**config.mk**
```make
export PLATFORM = sky130hd
export DESIGN_NAME = mac_sequencer
export DESIGN_NICKNAME = d
export VERILOG_FILES = /design/src/rtl/mac_sequencer.sv
export SDC_FILE = /design/constraint.sdc
export NUM_CORES = 1
export LEC_CHECK = 0
export CAP_MARGIN = 10
export CORE_AREA = 2 2 39 41
export CTS_BUF_LIST = sky130_fd_sc_hd__clkbuf_8
export CTS_CLUSTER_DIAMETER = 120
export DETAILED_ROUTE_END_ITERATION = 6
export DIE_AREA = 0 0 41 43
export DONT_BUFFER_PORTS = 1
export HOLD_SLACK_MARGIN = 0.08
export PLACE_DENSITY = 0.54
export SLEW_MARGIN = 10
export SYNTH_ARGS = -nofsm -noshare
export SYNTH_HDL_FRONTEND = slang
export SYNTH_SLANG_ARGS = --single-unit
```
**constraint.sdc**
```tcl
create_clock -name CLK -period 2.3 [get_ports CLK]
set_input_delay 0.115 -clock CLK [delete_from_list [all_inputs] [get_ports CLK]]
set_output_delay 0.115 -clock CLK [all_outputs]
set_load 0.005 [all_outputs]
```
**src/rtl/mac_sequencer.sv**
```systemverilog
// Control FSM for one multiply-accumulate pass: clears the accumulator, then
// loads and accumulates N_TERMS operand pairs, and holds the result for the consumer.
module mac_sequencer #(
  parameter int unsigned N_TERMS = 4,
  parameter int unsigned CNT_W   = 3
) (
  input  logic             CLK,
  input  logic             R,
  input  logic             start,
  input  logic             abort,
  input  logic             in_valid,
  output logic             in_ready,
  output logic             op_load,
  output logic             acc_clr,
  output logic             acc_en,
  output logic             out_valid,
  input  logic             out_ready,
  output logic             busy,
  output logic [CNT_W-1:0] term_idx
);

  typedef enum logic [2:0] {
    StIdle,
    StClear,
    StLoad,
    StAccum,
    StDone
  } state_t;

  localparam logic [CNT_W-1:0] LastIdx = CNT_W'(N_TERMS - 1);

  state_t           r_state, w_state_nxt;
  logic [CNT_W-1:0] r_cnt, w_cnt_nxt;

  always_ff @(posedge CLK) begin
    if (R) begin
      r_state <= StIdle;
      r_cnt   <= '0;
    end else begin
      r_state <= w_state_nxt;
      r_cnt   <= w_cnt_nxt;
    end
  end

  always_comb begin
    w_state_nxt = r_state;
    w_cnt_nxt   = r_cnt;
    in_ready    = 1'b0;
    op_load     = 1'b0;
    acc_clr     = 1'b0;
    acc_en      = 1'b0;
    out_valid   = 1'b0;
    busy        = 1'b0;

    unique case (r_state)
      StIdle: begin
        // abort wins over a simultaneous start
        if (start && !abort) w_state_nxt = StClear;
      end
      StClear: begin
        acc_clr   = 1'b1;
        busy      = 1'b1;
        w_cnt_nxt = '0;
        w_state_nxt = abort ? StIdle : StLoad;
      end
      StLoad: begin
        busy     = 1'b1;
        in_ready = 1'b1;
        if (abort) begin
          w_state_nxt = StIdle;
          w_cnt_nxt   = '0;
        end else if (in_valid) begin
          op_load     = 1'b1;
          w_state_nxt = StAccum;
        end
      end
      StAccum: begin
        busy = 1'b1;
        if (abort) begin
          w_state_nxt = StIdle;
          w_cnt_nxt   = '0;
        end else begin
          acc_en = 1'b1;
          // the counter saturates at the last index, so N_TERMS = 2**CNT_W never wraps
          if (r_cnt == LastIdx) begin
            w_state_nxt = StDone;
          end else begin
            w_cnt_nxt   = r_cnt + CNT_W'(1);
            w_state_nxt = StLoad;
          end
        end
      end
      StDone: begin
        busy      = 1'b1;
        out_valid = 1'b1;
        if (abort || out_ready) begin
          w_state_nxt = StIdle;
          w_cnt_nxt   = '0;
        end
      end
      default: begin
        w_state_nxt = StIdle;
        w_cnt_nxt   = '0;
      end
    endcase
  end

  assign term_idx = r_cnt;

endmodule

```
Yosys cells after proc, flatten, opt, wreduce, memory -nomap -nowiden
Index checks and enable logic that the tools add are counted.
W data, S select, Z words.
{"block": "classes", "add_sub_neg": 1, "n_eq_ne": 10, "mux": 21, "bitwise": 1, "n_reduce_logical": 7}
{"operator": "$mux W3", "n": 9}
{"operator": "$pmux W3 S5", "n": 1}
{"operator": "$pmux W3 S4", "n": 1}
{"operator": "$eq A3 B2 Y1 const B", "n": 3}
{"operator": "$mux W1", "n": 9}
{"operator": "$ne A2 B2 Y1 const B", "n": 3}
{"operator": "$ne A3 B3 Y1 const B", "n": 2}
{"operator": "$reduce_and A4 Y1", "n": 1}
{"operator": "$reduce_or A4 Y1", "n": 1}
{"operator": "$add A3 B1 Y3 const B", "n": 1}
{"operator": "$eq A3 B1 Y1 const B", "n": 1}
{"operator": "$eq A3 B3 Y1 const B", "n": 1}
{"operator": "$logic_not A3 Y1", "n": 1}
{"operator": "$reduce_and A3 Y1", "n": 1}
{"operator": "$mux W2", "n": 1}
{"operator": "$logic_and A1 B1 Y1", "n": 1}
{"operator": "$logic_not A1 Y1", "n": 1}
{"operator": "$logic_or A1 B1 Y1", "n": 1}
{"operator": "$not A1 Y1", "n": 1}
{"block": "totals", "reg_bits": 6, "inputBits": 6, "out_inout_bits": 9, "wordCells": 42}

Depth between registers and ports, before layout
{"block": "logic_depth", "word_depth": 4, "depth_mapped": 5, "ltp_nobuf": 5}

Worst setup path after synthesis
Ideal clock, no wire load.
{"block": "synth_path", "path_type": "register to register", "start": "register r_cnt[0] (netlist: term_idx[0])", "end": "register r_cnt[0] (netlist: term_idx[0])", "setup_time_ps": 121, "t_arrival_ps": 1492, "required_ps": 2179, "setup_slack_ps": 687, "path_stages_with_launch": 6, "path_buffers": 0, "period_less_slack_ps": 1613, "path_cell_list": "dfxtp_1 > ha_1 > ha_1 > and4bb_2 > a211oi_2 > mux2_2"}
{"block": "synth_via", "elab_chain_len": 4, "word_cells_on_any_way": 7, "cone_classes": "1 x add/sub; 2 x eq/ne; 3 x mux; 1 x reduce/logical"}
{"element": "from (decl)", "line_no": "33", "rtl": "logic [CNT_W-1:0] r_cnt, w_cnt_nxt;"}
{"element": "from (signal assigned)", "line_no": "41", "rtl": "r_cnt <= w_cnt_nxt;"}
{"element": "$add A3 B1 Y3", "line_no": "88", "rtl": "w_cnt_nxt = r_cnt + CNT_W'(1);"}
{"element": "$mux W3", "line_no": "85", "rtl": "if (r_cnt == LastIdx) begin"}
{"element": "$mux W3", "line_no": "79", "rtl": "if (abort) begin"}
{"element": "$pmux W3 S4", "line_no": "55", "rtl": "unique case (r_state)"}
Several ways; a longest one is shown, not always the timed one. The select of a mux whose other input is x is not followed.
A chain may end at the register's enable or synchronous reset.

Worst setup path after layout
{"block": "layout_path", "start": "register r_cnt[0] (netlist: term_idx[0])", "end": "register r_state[2]"}
{"block": "layout_via", "elab_chain_len": 4}
{"element": "$eq A3 B2 Y1", "line_no": "85"}
{"element": "$mux W3", "line_no": "85"}
{"element": "$mux W3", "line_no": "79"}
{"element": "$pmux W3 S5", "line_no": "55"}
{"element": "to (signal assigned)", "line_no": "37", "rtl": "r_state <= StIdle;"}
{"element": "to (signal assigned)", "line_no": "40", "rtl": "r_state <= w_state_nxt;"}
{"element": "to (decl)", "line_no": "32", "rtl": "state_t r_state, w_state_nxt;"}
Every way passes these cells.

==> metrics.md <==
| Metric | Value |
|---|---|
| Post-synth EDFFs | `0` |
| Max IR drop VDD | `0.000336 V` |
| IO Pins | `15` |
| Ratio of cells with drive above 1 in the final layout | `22.2%` |
| Cell variety after synth | `24` |
| Grt ovf | `0` |
| Final WS setup | `0.510 ns` |
| Top-area cell type share of the netlist area | `30.8%` |
| P_leak | `0.164 nW` |
| Initial antenna violation count | `0` |
| Final instance area | `448 sq um` |
| Clk_lat worst skew | `0.22 ns` |
| FF+latch count, synth | `6` |
| PwrDens | `626 nW/um^2` |
| Routed via count | `316` |
| Met2 WL post-DR | `332 um` |
| Crit path capture type | `flop` |
| Worst Reg-to-Reg Cells | `6` |
| Fin. Hold Viols | `0` |
| Vias in the first global route | `274` |
| RR Startpoint | `term_idx[0]` |
| Die area | `1760 sq um` |
| Final Core Density | `32.4%` |
| Tightest Pin Transition | `0.340 ns` |
| CTS sink count | `6` |
| TritonCTS clock tree | `done` |
| Die Y | `43 um` |
| Final setup vio count | `0` |
| Req. time, crit path | `2.40 ns` |
| Starting Density | `28.2%` |
| Mapped Cells | `43` |
| Most common cell in the synthesized netlist | `nor3_1` |
| Slew Viols, Final | `0` |
| Routed WL | `771 um` |
| Mapped cell area | `390 sq um` |
| Hold Crit Start | `start` |
| Root buffer cell | `clkbuf_8` |
| Clock skew | `0.00307 ns` |
| Fmax achieved | `559 MHz` |
| Net Count, Synth | `51` |
| Residual DRC | `0` |
| Unrepaired setup endpoints after global routing | `false` |
| Top_reg_cell synth | `dfxtp_1` |
| TritonCTS Buffers | `3` |
| Total negative setup slack | `0 ns` |
| Final period utilization | `77.8%` |
| Crit path max fanout | `4` |
| Diode count | `0` |
| Reg clk slew, reported paths | `0.04 ns` |
| Maximum root-to-sink buffer count | `2` |
| Most frequent cells after synthesis | `nor3_1 (8), dfxtp_1 (6), inv_1 (3), mux2_2 (3)` |
| Site Rows | `14` |
| Tot GR Track Use | `10.8%` |
| Pre-CTS setup slack | `0.546 ns` |
| First-pass GRT wire length | `1200 um` |
| Placed Instances | `56` |
| DP Area | `387 sq um` |
| Asr flop ratio synth | `0%` |
| Total power | `0.280 mW` |
| Post-cts sizing count | `0` |
| RR Endpoint | `r_state[2]` |
| Largest net degree at the start of global routing | `13` |
| Max_cap viols | `0` |
| Syn. warnings | `0` |
| First-pass DRT Iterations | `1` |
| Wire per inst | `12.6 um` |
| Hold Slack | `0.0991 ns` |
| Startpoint Class | `flop` |
| Htree depth | `1` |
| Outcome | `completed` |
| Crit Path Class | `reg -> reg` |
| Crit path arrival time | `1.89 ns` |
| Worst Hold Class | `in -> reg` |
| Post-synthesis sequential area ratio | `30.8%` |
| Post-layout net count | `55` |
| R2R setup slack | `0.51 ns` |
| Vias/cell | `5.18` |
| Post-route minimum period | `1.79 ns` |
| Chip Width | `41 um` |
| Antenna viol nets, final | `0` |
| Syn Area/Cell | `9.08 sq um` |
| Non-Filler Instances | `61` |
| Hold Path Stages | `2` |
| 1st-iter DRT viols | `0` |
| Sink of the worst hold path | `r_state[0]` |
| Uppermost layer routed | `met4` |
| I/O Buffers | `0` |
| Area Overhead vs Synth | `14.7%` |
| Cell taking the most area after synthesis | `dfxtp_1` |
| DRT met1 WL | `321 um` |
| Synth area leaders | `dfxtp_1 (31%), nor3_1 (10%), mux2_2 (8.7%), ha_1 (6.4%), nor3b_1 (3.8%)` |
| Core ar. | `1380 sq um` |
| Placer Congestion | `0.659` |
| HPWL Detailed | `560 um` |
| Max-slew headroom | `77.3%` |
| Met3 wire length | `95 um` |
-- cells by family (layout without fill, tap and decap cells) --
kind of cell / count (synthesis) / after routing / share of synthesized area (%)
buffers and inverters: 6 / 8 / 8.97
muxes: 4 / 4 / 11.2
adders and majority gates: 2 / 2 / 6.41
xor gates and xnor gates: 1 / 1 / 2.24
AOI/OAI and AO/OA: 4 / 4 / 8.33
and+or+nand+nor: 20 / 20 / 32.1
DFF: 6 / 6 / 30.8
-- power by group --
group | internal [mW] | switching (mW) | total, mW | leakage [nW]
sequential | 0.106 | 0.00267 | 0.109 | 0.0485
combinational | 0.00684 | 0.00668 | 0.0135 | 0.0943
clock | 0.112 | 0.0458 | 0.158 | 0.0216
total | 0.225 | 0.0551 | 0.280 | 0.164
-- sequential cells by signal, indices dropped and copies added, names as in the netlist --
name      cells
r_state       3
term_idx      3
-- how the worst max path moves through the flow --
stage          cells after the start           to        start  slack (ns)
6_report                           6   r_state[2]  term_idx[0]        0.51
5_1_grt                            6   r_state[2]  term_idx[0]        0.42
4_1_cts                            6   r_state[2]  term_idx[0]        0.50
3_5_place_dp                       5  term_idx[2]  term_idx[0]        0.55
3_3_place_gp                       5  term_idx[2]  term_idx[0]        0.56
2_1_floorplan                      5  term_idx[0]  term_idx[0]        0.69
-- area by class of cell --
| class | count | area [sq um] |
|---|---|---|
| Fill cell | 160 | 936 |
| Multi-Input combinational cell | 31 | 235 |
| Sequential cell | 6 | 120 |
| Clock buffer | 3 | 41.3 |
| Timing Repair Buffer | 2 | 20.0 |
| Tap cell | 16 | 20.0 |
| Inverter | 3 | 11.3 |
-- cells in the final DEF (no fill, tap or decap), drive strengths merged, types with 2 or more instances in the layout --
master | Yosys | routed
ha | 2 | 2
nor3b | 2 | 2
nor3 | 8 | 8
clkbuf | 0 | 3
mux2 | 3 | 3
dfxtp | 6 | 6
dlygate4sd3 | 0 | 2
nor2 | 2 | 2
nor2b | 2 | 2
inv | 3 | 3
-- critical path, cell delays in order, from the launching register on --
cell and delay [ns]:
dfxtp_1 0.33, ha_1 0.21, ha_1 0.20, and4b_1 0.17, a31oi_1 0.15, nor3_1 0.06, dlygate4sd3_1 0.55
-- timing repair --
action	CTS	global route
setup endpoints to repair	0	0
buffers inserted	0	0
hold buffers	2	0
hold endpoints to repair	1	0
-- metal layers --
| metal | vias to the layer above | GRT usage (%) |
|---|---|---|
| met1 | 141 | 11.3 |
| met2 | 13 | 13.4 |
| met3 | 3 | 10.5 |
| met4 | 0 | 6.00 |
| li1 | 159 | - |
| met5 | - | 0 |
Note: power is estimated with default switching activity, not from simulation.
